--- src/rtl/ota_load_ctrl.sv ---
// Over-the-air image loader: parses MAGIC/LEN/payload/CSUM frames from the SPI byte stream,
// writes payload words to program memory and holds the CPU in reset until an image verifies.
module ota_load_ctrl #(
   parameter int          ADDR_W    = 12,
   parameter int          MAX_WORDS = 4096,
   parameter logic [7:0]  MAGIC     = 8'hA5
) (
   input  logic              clk,
   input  logic              rst,
   input  logic              cs_active,
   input  logic              rx_valid,
   input  logic [7:0]        rx_byte,
   output logic              mem_we,
   output logic [ADDR_W-1:0] mem_addr,
   output logic [31:0]       mem_wdata,
   output logic              cpu_rst_hold,
   output logic              busy,
   output logic              done,
   output logic              error,
   output logic [1:0]        err_code,
   output logic [ADDR_W:0]   words_written
);

   localparam int          WW    = ADDR_W + 1;
   localparam logic [16:0] MAX_N = 17'(MAX_WORDS);

   typedef enum logic [2:0] {
      S_IDLE, S_LEN_LO, S_LEN_HI, S_DATA, S_CSUM, S_DONE, S_ERR
   } state_t;

   state_t          state, state_next;
   logic [7:0]      len_lo;
   logic [WW-1:0]   n_words;
   logic [1:0]      byte_cnt;
   logic [23:0]     word_buf;
   logic [7:0]      csum;

   logic [15:0]     len_full;
   logic            len_bad;
   logic            in_frame;
   logic            start;
   logic            abort;
   logic            last_word;
   logic            word_end;

   always_comb begin
      len_full   = {rx_byte, len_lo};
      len_bad    = (len_full == 16'd0) || ({1'b0, len_full} > MAX_N);
      in_frame   = (state == S_LEN_LO) || (state == S_LEN_HI) ||
                   (state == S_DATA)   || (state == S_CSUM);
      start      = rx_valid && cs_active && (rx_byte == MAGIC) &&
                   ((state == S_IDLE) || (state == S_DONE) || (state == S_ERR));
      abort      = in_frame && !cs_active;
      last_word  = (words_written + WW'(1)) == n_words;
      word_end   = rx_valid && (byte_cnt == 2'd3);

      state_next = state;
      case (state)
         S_IDLE, S_DONE, S_ERR: if (start) state_next = S_LEN_LO;
         S_LEN_LO:              if (rx_valid) state_next = S_LEN_HI;
         S_LEN_HI:              if (rx_valid) state_next = len_bad ? S_ERR : S_DATA;
         S_DATA:                if (word_end && last_word) state_next = S_CSUM;
         S_CSUM:                if (rx_valid) state_next = (rx_byte == csum) ? S_DONE : S_ERR;
         default:               state_next = S_IDLE;
      endcase
      // Chip-select loss terminates the frame regardless of any byte in flight.
      if (abort) state_next = S_ERR;
   end

   always_ff @(posedge clk) begin
      if (rst) state <= S_IDLE;
      else     state <= state_next;
   end

   always_ff @(posedge clk) begin
      if (rst) begin
         mem_we        <= 1'b0;
         mem_addr      <= '0;
         mem_wdata     <= '0;
         cpu_rst_hold  <= 1'b0;
         done          <= 1'b0;
         error         <= 1'b0;
         err_code      <= 2'd0;
         words_written <= '0;
         byte_cnt      <= 2'd0;
         csum          <= 8'd0;
      end else begin
         mem_we <= 1'b0;
         if (start) begin
            done          <= 1'b0;
            error         <= 1'b0;
            err_code      <= 2'd0;
            words_written <= '0;
            byte_cnt      <= 2'd0;
            csum          <= 8'd0;
            cpu_rst_hold  <= 1'b1;
         end else if (abort) begin
            error    <= 1'b1;
            err_code <= 2'd2;
         end else if (rx_valid) begin
            case (state)
               S_LEN_HI: begin
                  if (len_bad) begin
                     error    <= 1'b1;
                     err_code <= 2'd1;
                  end
               end
               S_DATA: begin
                  csum     <= csum + rx_byte;
                  byte_cnt <= byte_cnt + 2'd1;
                  if (byte_cnt == 2'd3) begin
                     mem_we        <= 1'b1;
                     mem_addr      <= words_written[ADDR_W-1:0];
                     mem_wdata     <= {rx_byte, word_buf};
                     words_written <= words_written + WW'(1);
                  end
               end
               S_CSUM: begin
                  if (rx_byte == csum) begin
                     done         <= 1'b1;
                     cpu_rst_hold <= 1'b0;
                  end else begin
                     error    <= 1'b1;
                     err_code <= 2'd3;
                  end
               end
               default: ;
            endcase
         end
      end
   end

   // Frame data registers carry no reset; every frame rewrites them before use.
   always_ff @(posedge clk) begin
      if (rx_valid && !abort) begin
         if (state == S_LEN_LO) len_lo <= rx_byte;
         if (state == S_LEN_HI && !len_bad) n_words <= len_full[WW-1:0];
         if (state == S_DATA && byte_cnt != 2'd3) word_buf[8*byte_cnt +: 8] <= rx_byte;
      end
   end

   assign busy = in_frame;

endmodule

--- config.mk ---
export PLATFORM = sky130hd
export DESIGN_NAME = ota_load_ctrl
export DESIGN_NICKNAME = d
export VERILOG_FILES = /design/src/rtl/ota_load_ctrl.sv
export SDC_FILE = /design/constraint.sdc
export NUM_CORES = 1
export LEC_CHECK = 0
export ABC_AREA = 1
export CAP_MARGIN = 5
export CORE_MARGIN = 2
export CORE_UTILIZATION = 25
export DETAILED_ROUTE_END_ITERATION = 7
export PLACE_DENSITY = 0.43
export SLEW_MARGIN = 15
export SYNTH_ARGS = -nofsm -noshare
export SYNTH_HDL_FRONTEND = slang
export SYNTH_SLANG_ARGS = --single-unit
export TNS_END_PERCENT = 100
--- constraint.sdc ---
create_clock -name clk -period 2.4 [get_ports clk]
set_input_delay 0.6 -clock clk [delete_from_list [all_inputs] [get_ports clk]]
set_output_delay 0.6 -clock clk [all_outputs]
set_load 0.01 [all_outputs]
==> results of run 1 <==
-- worst paths after layout --
path | startpoint | to | slack, ns | cells past startpoint
max | state[0] | busy | 0.14 | 4
min | len_lo[2] | n_words[2] | 0.45 | 0
max reg2reg | words_written[0] | state[2] | 0.29 | 14
min reg2reg | len_lo[2] | n_words[2] | 0.45 | 0
-- Yosys cell counts (2+ instances only) --
cell	n
nor4_1	6
nand2_1	103
a21oi_1	49
nand4_1	8
edfxtp_1	45
ha_1	13
xor2_1	4
nand3_1	32
o21ai_1	19
clkinv_1	3
nand2_2	3
buf_4	2
inv_2	5
nor3_1	27
clkbuf_1	5
nor2_4	4
inv_1	60
o21ai_0	46
nand2_4	2
buf_2	11
dfxtp_1	76
nor2_1	81
a31oi_1	3
nand3b_1	8
-- power by group --
group / switching [mW] / leakage (nW) / total [mW] / internal [mW]
Combinational: 0.443 / 1.67 / 0.770 / 0.327
Sequential: 0.0615 / 1.02 / 2.26 / 2.20
Clock: 0.992 / 0.274 / 2.43 / 1.44
-- routing by layer --
layer / vias up / part of all wire, % / track usage, %
met3: 15 / 4.5 / 3.21
met2: 109 / 44 / 20.9
met1: 2085 / 50 / 19.0
met5: - / 0 / 0
met4: 0 / 1.6 / 5.80
li1: 2353 / - / -
-- flip-flops by register name, summed over array words and instances, names as in the netlist --
name	count
byte_cnt	2
cpu_rst_hold	1
csum	8
done	1
err_code	2
error	1
len_lo	8
mem_addr	12
mem_wdata	32
mem_we	1
n_words	13
state	3
word_buf	24
words_written	13
-- final cells by class --
| class | count | area, µm² |
|---|---|---|
| Fill cell | 2169 | 13700 |
| Sequential cell | 121 | 2870 |
| Multi-Input combinational cell | 419 | 2150 |
| Timing Repair Buffer | 127 | 1150 |
| Clock buffer | 17 | 425 |
| Tap cell | 275 | 344 |
| Inverter | 68 | 255 |
| Clock inverter | 15 | 138 |
-- cell families (layout without fill, tap and decap cells) --
logic type | count (synthesis) | after routing | synth area share (%)
xor+xnor | 6 | 6 | 1.26
buf+inv | 87 | 227 | 6.52
fa+ha+maj | 14 | 14 | 3.41
compound gates | 121 | 121 | 11.6
flops | 121 | 121 | 53.6
simple gates | 278 | 278 | 23.6
-- cell usage in the layout (no fill, tap or decap), drive strengths merged --
master,n
nand2,108
nor2,87
dfxtp,76
clkdlybuf4s50,75
inv,73
o21ai,66
buf,52
a21oi,49
edfxtp,45
nand3,33
nor3,27
clkbuf,17
ha,13
nand4,8
nand3b,8
clkinv,7
nor4,6
xor2,4
a31oi,3
clkinvlp,2
and2,1
xor3,1
xnor2,1
o211ai,1
o21bai,1
o21a,1
fa,1
bufinv,1
-- metrics by stage --
stage,setup WS [ns],hold slack (ns),TNS [ns],std cells
2_1_floorplan,0.0953,0.427,0,627
3_3_place_gp,-0.164,0.432,-3.38,1010
3_5_place_dp,-0.192,0.441,-4.15,1010
4_1_cts,0.0128,0.449,0,1042
5_1_grt,0.0264,0.457,0,1042
6_report,0.136,0.451,0,1042
-- worst register-to-register path, stage by stage, from the launching register on --
cell	delay, ns
dfxtp_1	0.34
buf_4	0.15
inv_1	0.11
nor2_4	0.25
nand3_1	0.19
xor3_1	0.23
nand2_1	0.06
nor2_1	0.15
nand2_1	0.09
nand2_1	0.12
nand2_2	0.08
nand2_1	0.10
nand2_1	0.06
nand2_1	0.06
nor2_1	0.04
-- what timing repair did --
action | CTS | global route
hold buffers | 0 | 0
resized for setup | 1 | 4
setup endpoints to repair | 1 | 2
hold endpoints to repair | 0 | 0
==> summary.md, run 1 <==
| Metric | Value |
|---|---|
| Residual DRC | `0` |
| Synth cell types | `36` |
| Finished Core Util | `34.9%` |
| Clock skew | `0.00864 ns` |
| Hold Crit Class | `reg -> reg` |
| Share of the synthesized area in the top cell type | `28.4%` |
| Synthesized area per cell | `8.54 µm²` |
| Fmax achieved | `442 MHz` |
| Global route total overflow | `0` |
| Die Span X | `150 µm` |
| Startpoint types | `flop` |
| RSZ-0062 raised after global routing | `no` |
| Clk Latency, worst-skew pair | `0.42 ns` |
| Type of the worst setup path | `reg -> out` |
| Pwr per Cell Area | `745 nW/µm²` |
| Layout cells sized above 1 | `13.4%` |
| Nets | `780` |
| Clock root buffer | `clkbuf_16` |
| Initial core utilization | `25.5%` |
| Ys Warns | `0` |
| Worst VDD drop | `325 µV` |
| Routed Antenna Nets | `0` |
| Vias in the first global route | `4,475` |
| Final setup vio count | `0` |
| Crit. End Element | `output port` |
| Die area | `22,600 µm²` |
| All-Layer GR Usage | `13.9%` |
| Final instance area | `7340 µm²` |
| Die height | `150 µm` |
| First-pass GRT wire length | `23.9 mm` |
| Leakage | `2.96 nW` |
| Post-synthesis register bit count | `121` |
| DRT Pass-1 Iters | `4` |
| Crit path DAT | `1.66 ns` |
| Final WL | `14.7 mm` |
| Crit-path leading delay family | `buffers and inverters` |
| CP max stage delay | `0.54 ns` |
| Worst-path maximum fanout | `5` |
| Outcome | `completed` |
| Clock transition time at the flip-flop clock pins of the worst setup and hold paths | `0.06 ns` |
| Hold violation total from the final report | `0` |
| Area leader, netlist | `dfxtp_1` |
| Count of buffers from port buffering | `75` |
| Setup Buffers After CTS | `0` |
| I/O pins | `76` |
| Tot Pwr | `5.47 mW` |
| Vias per cell | `4.38` |
| Number of max-cap violations | `0` |
| WL/cell | `14.1 µm` |
| Dpl hpwl | `10.7 mm` |
| Largest net degree at the start of global routing | `54` |
| RD Place Congestion | `0.800` |
| Initial antenna violation count | `0` |
| Netlist Area Pre-Place | `5360 µm²` |
| Relative max-transition margin | `59.9%` |
| H-tree depth | `4` |
| Slew Limit Fails | `0` |
| Core area | `21,000 µm²` |
| Via count | `4,562` |
| Syn-to-layout area delta | `37.1%` |
| Slew @ Worst Pin | `0.601 ns` |
| Synthesized net count | `653` |
| Worst-case clock buffer depth | `2` |
| Commonest register cell after synthesis | `dfxtp_1` |
| Post-DP Area | `6760 µm²` |
| DRT iter0 DRCs | `262` |
| Worst-path cell chain | `inv_2 -> nand3_4 -> nand2_4 -> clkdlybuf4s50_1` |
| CTS buffer count | `17` |
| Critical path's slowest cell | `clkdlybuf4s50_1` |
| Clk sinks | `121` |
| WP data required | `1.80 ns` |
| Rows | `53` |
| Top cells by area, synth | `dfxtp_1, edfxtp_1, nand2_1` |
| CTS tree | `done` |
| N_diodes | `0` |
| Crit path buf inv count | `2` |
| Fin crit period | `2.26 ns` |
| Register area share after synthesis | `53.6%` |
| Final Cycle Share | `94.3%` |
| EDFF count, synth | `45` |
| Syn Inst Count | `627` |
| Ys async rst share | `0%` |
(Power assumes the default switching activity.)
==> inputs of run 2 (changes only) <==
- HOLD_SLACK_MARGIN: default -> 0.15
- PLACE_DENSITY: 0.43 -> 0.42
- SLEW_MARGIN: 15 -> default
- clock period: 2.4 -> 2.5 ns (I/O delays scaled with it)
==> run 2 against run 1 <==
Against the previous run:
- setup slack lost 0.0067 ns
- largest power group unchanged
- via count down 0.24%
- critical endpoint unchanged
- critical path depth did not move
- die area unchanged
- clock power up 7%
- worst hold slack worse by 0.0050 ns
- clock skew shrank 0.00053 ns
- sequential share of layout area down 0.11 points
- sequential power is 4% lower
- highest routed layer unchanged
- flip-flop and latch count is the same
==> summary.md, run 2 (synthesized netlist as in run 1, its figures left out) <==
| Metric | Value |
|---|---|
| Sw power | `1.37 mW` |
| Initial antenna violation count | `0` |
| Combinational Power Share | `13.0%` |
| Hold violation total from the final report | `0` |
| Seq pwr share | `39.6%` |
| Most flop-heavy register | `mem_wdata` |
| Syn-to-layout area delta | `37.5%` |
| Largest net degree at the start of global routing | `47` |
| N_diodes | `0` |
| # hold bufs at CTS | `0` |
| Switch share | `25.0%` |
| Clock transition time at the flip-flop clock pins of the worst setup and hold paths | `0.05 ns` |
| Crit path DAT | `1.75 ns` |
| Fmax achieved | `422 MHz` |
| Rows | `53` |
| Max reg flops | `32` |
| Worst setup margin | `0.130 ns` |
| Routed Antenna Nets | `0` |
| Vias in the first global route | `4,369` |
| Setup TNS | `0 ns` |
| All-Layer GR Usage | `13.5%` |
| Clock Power Share | `47.5%` |
| Most frequent cells in the layout | `nand2_1, nor2_1, dfxtp_1, clkdlybuf4s50_1, inv_1` |
| Startpoint types | `flop` |
| Worst-path maximum fanout | `5` |
| RSZ-0062 raised after global routing | `no` |
| Final-layout fill cell count | `2,132` |
| Pwr per Cell Area | `745 nW/µm²` |
| DRT Pass-1 Iters | `5` |
| WP data required | `1.88 ns` |
| Type of the worst setup path | `reg -> out` |
| First-pass GRT wire length | `23.3 mm` |
| Global route total overflow | `0` |
| Clock skew | `0.00812 ns` |
| Fin crit period | `2.37 ns` |
| P_int | `4.12 mW` |
| Outcome | `completed` |
| Number of max-cap violations | `0` |
| Count of buffers from port buffering | `75` |
| Slew Limit Fails | `0` |
| Nets | `775` |
| Clk Latency, worst-skew pair | `0.42 ns` |
| Final instance area | `7360 µm²` |
| RD Place Congestion | `0.808` |
| Clk sinks | `121` |
| Pre-CTS worst setup slack | `-0.119 ns` |
| CTS tree | `done` |
| Relative max-transition margin | `58.8%` |
| I/O pins | `76` |
| Leakage | `2.97 nW` |
| Vias per cell | `4.39` |
| Die Span X | `150 µm` |
| Core area | `21,000 µm²` |
| Commonest non-fill, non-tap cell in the layout | `nand2_1` |
| Initial core utilization | `25.5%` |
| Setup Buffers After CTS | `0` |
| Post-cts sizing count | `0` |
| Dpl hpwl | `10.6 mm` |
| DRT iter0 DRCs | `275` |
| Crit. End Element | `output port` |
| Die area | `22,600 µm²` |
| Final Cycle Share | `94.8%` |
| Final WL | `14.6 mm` |
| Largest regs | `mem_wdata: 32 flops, word_buf: 24 flops` |
| Post-DP Area | `6720 µm²` |
| Hold Crit Class | `reg -> reg` |
| Layout cells sized above 1 | `12.6%` |
| Worst VDD drop | `341 µV` |
| Clock root buffer | `clkbuf_16` |
| CTS buffer count | `17` |
| Worst-case clock buffer depth | `2` |
| Final setup vio count | `0` |
| Slew @ Worst Pin | `0.617 ns` |
| WL/cell | `14.1 µm` |
| Via count | `4,551` |
| Die height | `150 µm` |
| Residual DRC | `0` |
| Worst hold slack | `0.446 ns` |
| H-tree depth | `4` |
## run 2: changes by cell type in the layout (fill, tap and decap cells not counted), sizes merged
cell      before  now
clkbuf        17   24
bufinv         1    2
clkinv         7    5
inv           73   68
buf           52   47
clkinvlp       2    1
## run 2: worst max-delay path, stage by stage, from the launching register on
cell and delay (ns):
dfxtp_1 0.36, inv_1 0.12, nand3_2 0.12, nand2_2 0.16
clkdlybuf4s50_1 0.56
## run 2: cell type report
class	count	area, µm²	share of cell area [%]
inverters	68	255	3.47
well taps	275	344	4.67
clock inverters	8	103	1.39
flip-flops and latches	121	2870	39.0
multi-input cells	419	2130	29.0
repair buffers	122	1120	15.2
clock buffers	24	536	7.28
## run 2: power by group through the flow
stage,Combinational (mW),Clock (mW),Sequential (mW)
5_1_grt,0.814,2.76,2.18
3_5_place_dp,0.710,0,2.21
3_3_place_gp,0.707,0,2.21
6_report,0.710,2.61,2.17
4_1_cts,0.714,2.68,2.17
2_1_floorplan,0.430,0,2.20
## run 2: worst paths after layout
path                         start    endpoint  slack, ns  depth (start not counted)
setup / recovery          state[1]        busy       0.13                          4
hold / removal           len_lo[3]  n_words[3]       0.45                          0
setup reg to reg  words_written[0]    state[2]       0.42                         16
hold reg to reg          len_lo[3]  n_words[3]       0.45                          0
## run 2: per-stage QoR
stage          total power [mW]  util (%)  std cells
6_report                   5.48      35.0       1037
5_1_grt                    5.75      35.0       1037
4_1_cts                    5.56      35.0       1037
3_5_place_dp               2.92      32.0       1005
3_3_place_gp               2.92      32.0       1005
2_1_floorplan              2.63         -        627
## run 2: metal layers
layer	share of wire, %	track usage (%)	wire length, µm	vias to the layer above
li1	-	-	-	2363
met3	4.7	3.97	681	18
met1	49	18.3	7210	2063
met4	1.9	5.28	284	0
met5	0	0	0	-
met2	44	20.3	6410	107
